<file path="src/rtl/acc_seq_pkg.sv">
// Shared types and helpers for the accumulator strobe sequencer.
// Optional round-robin grant is selected with ACC_STROBE_SEQ_RR_EN.
package acc_seq_pkg;

   localparam int SETTLE_CYCLES_DEFAULT = 1;

   typedef enum logic [1:0] {
      IDLE  = 2'd0,
      PULSE = 2'd1,
      GAP   = 2'd2
   } state_e;

   typedef enum logic [1:0] {
      REQ_LD  = 2'd0,
      REQ_ALU = 2'd1,
      REQ_ID  = 2'd2
   } req_e;

   typedef enum logic [1:0] {
      OP_LD  = 2'd0,
      OP_ALU = 2'd1,
      OP_INC = 2'd2,
      OP_DEC = 2'd3
   } op_e;

   // One-hot pick, bit 0 has highest priority.
   function automatic logic [2:0] prio3(input logic [2:0] v);
      if (v[0])      return 3'b001;
      else if (v[1]) return 3'b010;
      else if (v[2]) return 3'b100;
      else           return 3'b000;
   endfunction

   // Strobe vector {dec, inc, alu, ld} for a latched op.
   function automatic logic [3:0] op_strobe(input op_e op);
      case (op)
         OP_LD:   return 4'b0001;
         OP_ALU:  return 4'b0010;
         OP_INC:  return 4'b0100;
         default: return 4'b1000;
      endcase
   endfunction

endpackage

</file>
<file path="src/rtl/acc_seq_arbiter.sv">
// Grant logic for ld / alu / id requesters.
// ACC_STROBE_SEQ_RR_EN: round-robin with a pointer owned here; otherwise
// fixed priority ld > alu > id with no state at all.
module acc_seq_arbiter
   import acc_seq_pkg::*;
(
`ifdef ACC_STROBE_SEQ_RR_EN
   input  logic       fclk,
   input  logic       resb,
   input  logic       accept,
`endif
   input  logic [2:0] valid,
   output logic [2:0] gnt
);

`ifdef ACC_STROBE_SEQ_RR_EN
   req_e       ptr_q, ptr_d;
   logic [2:0] v_rot, g_rot;

   // Rotate valids so the pointer position sits at bit 0, pick, rotate back.
   always_comb begin
      v_rot = valid;
      gnt   = 3'b000;
      case (ptr_q)
         REQ_ALU: v_rot = {valid[0], valid[2], valid[1]};
         REQ_ID:  v_rot = {valid[1], valid[0], valid[2]};
         default: v_rot = valid;
      endcase
      g_rot = prio3(v_rot);
      case (ptr_q)
         REQ_ALU: gnt = {g_rot[1], g_rot[0], g_rot[2]};
         REQ_ID:  gnt = {g_rot[0], g_rot[2], g_rot[1]};
         default: gnt = g_rot;
      endcase
   end

   // Pointer moves to the requester after the one just accepted.
   always_comb begin
      ptr_d = ptr_q;
      if (accept) begin
         if (gnt[0])      ptr_d = REQ_ALU;
         else if (gnt[1]) ptr_d = REQ_ID;
         else if (gnt[2]) ptr_d = REQ_LD;
      end
   end

   // Pointer register, restarts at ld.
   always_ff @(posedge fclk or negedge resb) begin
      if (!resb) ptr_q <= REQ_LD;
      else       ptr_q <= ptr_d;
   end
`else
   // Fixed priority ld > alu > id.
   always_comb gnt = prio3(valid);
`endif

endmodule

</file>
<file path="src/rtl/acc_strobe_sequencer.sv">
// Strobe sequencer for the latch-based 65c02 accumulator: accepts one request
// at a time, issues a single-cycle registered strobe, then holds all strobes
// low for SETTLE_CYCLES so the transparent latch never sees adjacent enables.
// Inc/dec requests repeat the pulse id_count times (0 counts as 1).
// ACC_STROBE_SEQ_RR_EN selects round-robin arbitration in acc_seq_arbiter.
module acc_strobe_sequencer
   import acc_seq_pkg::*;
#(
   parameter int SETTLE_CYCLES = SETTLE_CYCLES_DEFAULT,
   parameter int CNT_W         = 3
) (
   input  logic             fclk,
   input  logic             resb,
   input  logic             ld_valid,
   output logic             ld_ready,
   input  logic             alu_valid,
   output logic             alu_ready,
   input  logic             id_valid,
   output logic             id_ready,
   input  logic             id_dir,
   input  logic [CNT_W-1:0] id_count,
   input  logic             flush,
   output logic             instruction_decode_in,
   output logic             alu_to_accumulator_xfer,
   output logic             a_increment,
   output logic             a_decrement,
   output logic             busy
);

   localparam logic [3:0]       SETTLE_LAST = 4'(SETTLE_CYCLES - 1);
   localparam logic [CNT_W-1:0] CNT_ONE     = CNT_W'(1);

   state_e           state_q, state_d;
   logic [3:0]       gap_cnt_q, gap_cnt_d;
   logic [CNT_W-1:0] remain_q, remain_d, remain_eff;
   op_e              op_q, op_d;
   logic [3:0]       strb_q, strb_d;
   logic [2:0]       valid, gnt, rdy;
   logic             idle, accept;

   assign valid      = {id_valid, alu_valid, ld_valid};
   // Readies are only offered in IDLE and are forced low while in reset.
   assign idle       = resb && (state_q == IDLE);
   assign rdy        = idle ? gnt : 3'b000;
   assign accept     = |rdy;
   assign remain_eff = flush ? '0 : remain_q;

   assign ld_ready  = rdy[0];
   assign alu_ready = rdy[1];
   assign id_ready  = rdy[2];
   assign busy      = (state_q != IDLE);

   assign instruction_decode_in   = strb_q[0];
   assign alu_to_accumulator_xfer = strb_q[1];
   assign a_increment             = strb_q[2];
   assign a_decrement             = strb_q[3];

   acc_seq_arbiter u_arb (
`ifdef ACC_STROBE_SEQ_RR_EN
      .fclk   (fclk),
      .resb   (resb),
      .accept (accept),
`endif
      .valid  (valid),
      .gnt    (gnt)
   );

   // Sequencer next state: strobe is computed one cycle early so it is a flop.
   always_comb begin
      state_d   = state_q;
      gap_cnt_d = gap_cnt_q;
      remain_d  = remain_q;
      op_d      = op_q;
      strb_d    = 4'b0000;
      case (state_q)
         IDLE: begin
            if (accept) begin
               if (gnt[0]) begin
                  op_d     = OP_LD;
                  remain_d = '0;
               end else if (gnt[1]) begin
                  op_d     = OP_ALU;
                  remain_d = '0;
               end else if (gnt[2]) begin
                  op_d     = id_dir ? OP_DEC : OP_INC;
                  remain_d = (id_count == '0) ? '0 : id_count - CNT_ONE;
               end
               strb_d  = op_strobe(op_d);
               state_d = PULSE;
            end
         end
         PULSE: begin
            state_d   = GAP;
            gap_cnt_d = SETTLE_LAST;
            remain_d  = remain_eff;
         end
         GAP: begin
            // flush in the final gap cycle must still cancel the next step
            remain_d = remain_eff;
            if (gap_cnt_q == 4'd0) begin
               if (remain_eff != '0) begin
                  state_d  = PULSE;
                  remain_d = remain_eff - CNT_ONE;
                  strb_d   = op_strobe(op_q);
               end else begin
                  state_d = IDLE;
               end
            end else begin
               gap_cnt_d = gap_cnt_q - 4'd1;
            end
         end
         default: state_d = IDLE;
      endcase
   end

   // State and registered strobes; reset drops a strobe immediately.
   always_ff @(posedge fclk or negedge resb) begin
      if (!resb) begin
         state_q   <= IDLE;
         gap_cnt_q <= 4'd0;
         remain_q  <= '0;
         op_q      <= OP_LD;
         strb_q    <= 4'b0000;
      end else begin
         state_q   <= state_d;
         gap_cnt_q <= gap_cnt_d;
         remain_q  <= remain_d;
         op_q      <= op_d;
         strb_q    <= strb_d;
      end
   end

endmodule

</file>
<file path="config.mk">
export PLATFORM = sky130hd
export DESIGN_NAME = acc_strobe_sequencer
export DESIGN_NICKNAME = d
export VERILOG_FILES = /design/src/rtl/acc_seq_pkg.sv /design/src/rtl/acc_seq_arbiter.sv /design/src/rtl/acc_strobe_sequencer.sv
export SDC_FILE = /design/constraint.sdc
export NUM_CORES = 1
export LEC_CHECK = 0
export CAP_MARGIN = 10
export CORE_MARGIN = 4
export CORE_UTILIZATION = 43
export CTS_CLUSTER_DIAMETER = 50
export DETAILED_ROUTE_END_ITERATION = 7
export MAX_ROUTING_LAYER = met4
export PLACE_DENSITY = 0.8
export SLEW_MARGIN = 20
export SYNTH_ARGS = -nofsm -noshare
export SYNTH_HDL_FRONTEND = slang
export SYNTH_SLANG_ARGS = --single-unit
</file>
<file path="constraint.sdc">
create_clock -name fclk -period 1.5 [get_ports fclk]
set_input_delay 0.15 -clock fclk [delete_from_list [all_inputs] [get_ports fclk]]
set_output_delay 0.15 -clock fclk [all_outputs]
set_load 0.02 [all_outputs]
</file>
Word-level counts from Yosys, hierarchy flattened
Index checks and enable logic that the tools add are counted.
Storage, ports and cells
  bits of input ports: 10
  logic and storage cells: 64
  output and inout port bits: 8
  register bits after elaboration: 15
Operators by class
  add/sub/neg operators: 3
  muxes and demuxes: 31
  reductions and logical operators: 15
  eq/ne operators: 10
Operators by type and width (number)
  $mux W3: 12
  $pmux W4 S3: 2
  $mux W4: 4
  $pmux W4 S2: 2
  $mux W2: 7
  $pmux W3 S3: 1
  $eq A2 B1 Y1 const B: 3
  $eq A2 B2 Y1 const B: 3
  $logic_not A2 Y1: 3
  $ne A2 B2 Y1 const B: 3
  $pmux W2 S3: 1
  $reduce_and A2 Y1: 3
  $reduce_bool A3 Y1: 2
  $sub A3 B1 Y3 const B: 2
  $logic_not A4 Y1: 1
  $ne A4 B4 Y1 const B: 1
  $reduce_bool A2 Y1: 2
  $sub A4 B1 Y4 const B: 1
  $logic_not A3 Y1: 1
  $reduce_and A3 Y1: 1
  $reduce_or A3 Y1: 1
  $mux W1: 2
  $logic_and A1 B1 Y1: 1

Depth between registers and ports, before layout
  word-level depth: 12
  depth in mapped cells: 7
  gate-level depth less buffers: 7

By module
A second synthesis with hierarchy kept.
Second synthesis, totals
  cell total of the unflattened synthesis: 112
  area total of the unflattened synthesis: 1047.3 sq um
Modules (own cells, without submodules)
  acc_strobe_sequencer: times used 1, area an instance 1021.0 sq um, cells each 109, sequential area each 375.4 sq um
  acc_seq_arbiter: times used 1, area an instance 26.3 sq um, cells each 3, sequential area each 0.0 sq um

Least setup slack after synthesis
Ideal clock, no wire load.
  kind: register to register
  start point: register gap_cnt_q[0]
  end point: register state_q[0]
  setup slack: -0.121 ns
  arrival: 1.497 ns
  cell stages (with the launch flop): 7
  setup time: 0.125 ns
  buffers on the path: 0
  clock period less this slack: 1.621 ns
  cell sequence: dfrtp_1 > inv_1 > ha_1 > nor3b_2 > nand2b_4 > a21boi_2 > mux2_2
Between the ends
  longest elaborated chain between the ends: 3
RTL lines
  start: declaration: RTL line acc_strobe_sequencer.sv:34  | logic [3:0] gap_cnt_q, gap_cnt_d;
  start signal: assignment: RTL line acc_strobe_sequencer.sv:126  | gap_cnt_q <= gap_cnt_d;
  $logic_not A4 Y1: RTL line acc_strobe_sequencer.sv:100  | if (gap_cnt_q == 4'd0) begin
  $ne A2 B2 Y1 (no line)
  $reduce_and A2 Y1 (no line)
  end signal: assignment: RTL line acc_strobe_sequencer.sv:125  | state_q <= state_d;
  end: declaration: RTL line acc_strobe_sequencer.sv:33  | state_e state_q, state_d;
Every way passes these cells.
A chain may end at the register's enable or synchronous reset.

Final worst setup path
  start point: register gap_cnt_q[1]
  end point: register state_q[1]
The elaborated chain is that of the path after synthesis.

==> results.cfg <==
[placement]
dpl_cell_area_um2 = 1414
numPortBuffers = 17
post-place-ws_ns = -0.3549
dp.cells = 170
dp_hpwl_um = 2112
place_congestion = 0.8086

[timing]
rsz0062_at_grt = yes
timing.fmax_mhz = 626.0
finalSetupViolCount = 6
finClkSkew_ns = 0.002413
final_max_slew_viol_count = 0
slew_headroom_pct = 80.67
fin_crit_ns = 1.597
worstMarginPinSlew_ns = 0.2889
hold_viol = 0
post-route-period-util_pct = 106.5
setup_ws_ns = -0.09733

[route]
drc = 0
ant_nets = 0
vias = 970
wl_per_cell_um = 16.70
drtIter0Drc = 35
viasPerCell = 5.511
wirelength_um = 2939
drt_first_pass_iters = 4

[logic_synthesis]
ys_ff_latch = 15
ys.warnings.count = 0
mappedNetlistNets = 121
yosys.cell_types.count = 41
netlist_instances = 103
synth_area_um2 = 1018
seq_area_frac_synth_pct = 36.86
syn_area_per_cell_um2 = 9.888

[setup_path]
crit_path_top_delay_cell = dfrtp_1
end_kind = register
regToRegSetupSlack_ns = -0.1
cp.depth = 6
path_class = reg -> reg
path_cells = inv_2, ha_4, nor3b_4, nand2b_4, a21boi_4, mux2_4
path_buf_inv = 1
startpoint_type = register
worstPathRequired_ns = 1.67
cp_max_fo = 2
r2r_cells = 6
r2r-end = state_q[1]
arrival_ns = 1.77
max_stage_delay_ns = 0.39
crit_start = gap_cnt_q[1]
r2r-start = gap_cnt_q[1]
crit_family = flip-flops
endpoint = state_q[1]

[global_routing]
grt_pass1_vias = 1051
grt_usage_pct = 19.65
grt_max_degree = 18
antenna_found_initial = 0
grt_overflow_total = 0
grt_first_pass_wirelength_um = 4809

[clock_tree]
cts_hold_buf = 0
clock_sinks = 15
htree_levels = 1
cts_tree = built
clk_latency_ns = 0.28
cts_buffer_depth = 2
clk_pin_slew_ns = 0.09
cts_root_buf = clkbuf_4
cts_made_buffers = 3

[floorplan]
die_height_um = 56.67
io_pins = 18
std_cell_rows = 17
initial_core_util_pct = 45.60
core_area_um2 = 2233
die_area_um2 = 3211
die_width_um = 56.67

[final_layout]
stdcell_area_um2 = 1545
instances_no_fill = 176
nets = 167
multi_input_area_um2 = 705.7
layout_commonest_cell = buf_4
syn2layout_area_growth_pct = 51.72
fill_cells = 157
final-seq-area_um2 = 375.4
layout_common_cells = 27 x buf_4, 15 x dfrtp_1, 13 x clkdlybuf4s50_1, 7 x nor2_1, 6 x inv_1
drive_gt1_share_pct = 40.54
n_antenna_cell = 0
utilization_pct = 69.19

[flow_run]
cap_violations = 0

[run_status]
failed_checks = setup timing
status = complete, but fails checks

[power]
vdd_drop_max_mv = 0.9503
power.density_nw_per_um2 = 1436
power_leakage_nw = 0.7271

[min_path]
hold_class = in -> async
-- logic make-up (layout without fill, tap and decap cells) --
family	count (synthesis)	after routing	share of synthesized area, %
AOI/OAI and AO/OA	31	31	22.48
adders and majority gates	8	8	9.828
and+or+nand+nor	32	32	20.52
muxes	4	4	4.300
buffers and inverters	13	58	6.020
DFF	15	15	36.86
-- metrics by stage --
stage	total power [mW]	hold WS, ns	setup TNS [ns]
final	2.219	0.3365	-0.2821
after global routing	2.358	0.3754	-1.187
after CTS	2.019	0.3154	-0.2867
after detailed placement	1.749	0.4817	-2.888
after global placement	1.694	0.4797	-1.992
after floorplan	1.251	-0.1456	-0.2172
-- worst reg2reg max path: cells and delay by family, from the launching register on --
family	cells	cell delay (ns)
and+or+nand+nor	2	0.38
buffers and inverters	1	0.07
muxes	1	0.32
adders and majority gates	1	0.13
AOI/OAI and AO/OA	1	0.20
DFF	1	0.39
-- per-layer routing --
metal  share of wire [%]  GRT usage (%)
met4                 3.4          6.441
met2                  52          33.83
met1                  42          23.12
met3                 2.6          3.218
met5                   0              -
-- cell type report --
type,count,area share [%]
tap,28,2.267
sequential,15,24.29
inverter,10,2.429
multi-input combinational,75,45.67
timing repair buffer,44,23.64
clock buffer,4,1.700
-- Yosys cell counts --
master	n	area, µm²
a21oi_1	2	10.01
and3_1	2	12.51
nand3_1	1	5.000
o31ai_1	1	7.510
and4_1	1	8.760
a32o_1	1	10.01
buf_2	1	5.000
nand2_1	3	11.26
ha_1	8	100.1
o31a_2	1	10.01
nand2b_1	3	18.77
inv_1	10	37.54
nand4b_1	1	8.760
nor3b_2	1	12.51
or4_1	1	7.510
nor4b_2	1	15.01
nor4_1	1	6.260
mux2_2	3	33.78
a21bo_2	1	10.01
a32oi_1	1	8.760
a211oi_1	2	15.01
buf_4	1	7.510
o211ai_1	3	22.52
o21ai_0	6	30.03
a21o_1	1	7.510
buf_6	1	11.26
o32ai_1	1	8.760
a211o_1	1	8.760
dfrtp_1	15	375.4
nor2b_1	5	31.28
nand4bb_1	1	11.26
a31oi_1	3	18.77
a21oi_2	2	17.52
nand2b_4	1	13.76
a21boi_2	1	11.26
nor2_1	8	30.03
or2_1	1	6.260
o2bb2ai_1	2	17.52
and4b_1	1	10.01
mux2i_1	1	10.01
o21bai_1	2	15.01
-- power breakdown --
group          switching [mW]  total (mW)  internal (mW)
registers              0.0729       0.577          0.505
clock network           0.130       0.233          0.103
logic                   0.705        1.41          0.704
-- repair_timing --
item	CTS	global route
gates resized for setup	30	13
buffers inserted	1	1
endpoints found under the setup margin	13	14
pin swaps	2	6
-- state kept, by name, summed over array words and instances (netlist names) --
signal,cells
gap_cnt_q,4
strb_q,4
state_q,2
op_q,2
remain_q,3
-- worst min path at each step --
stage	startpoint	to	depth (start not counted)
2_1_floorplan	resb	gap_cnt_q[0]	0
3_3_place_gp	op_q[1]	strb_q[0]	1
3_5_place_dp	op_q[1]	strb_q[1]	1
4_1_cts	resb	strb_q[1]	2
5_1_grt	resb	strb_q[2]	2
6_report	resb	op_q[1]	2
(Power assumes the default switching activity.)
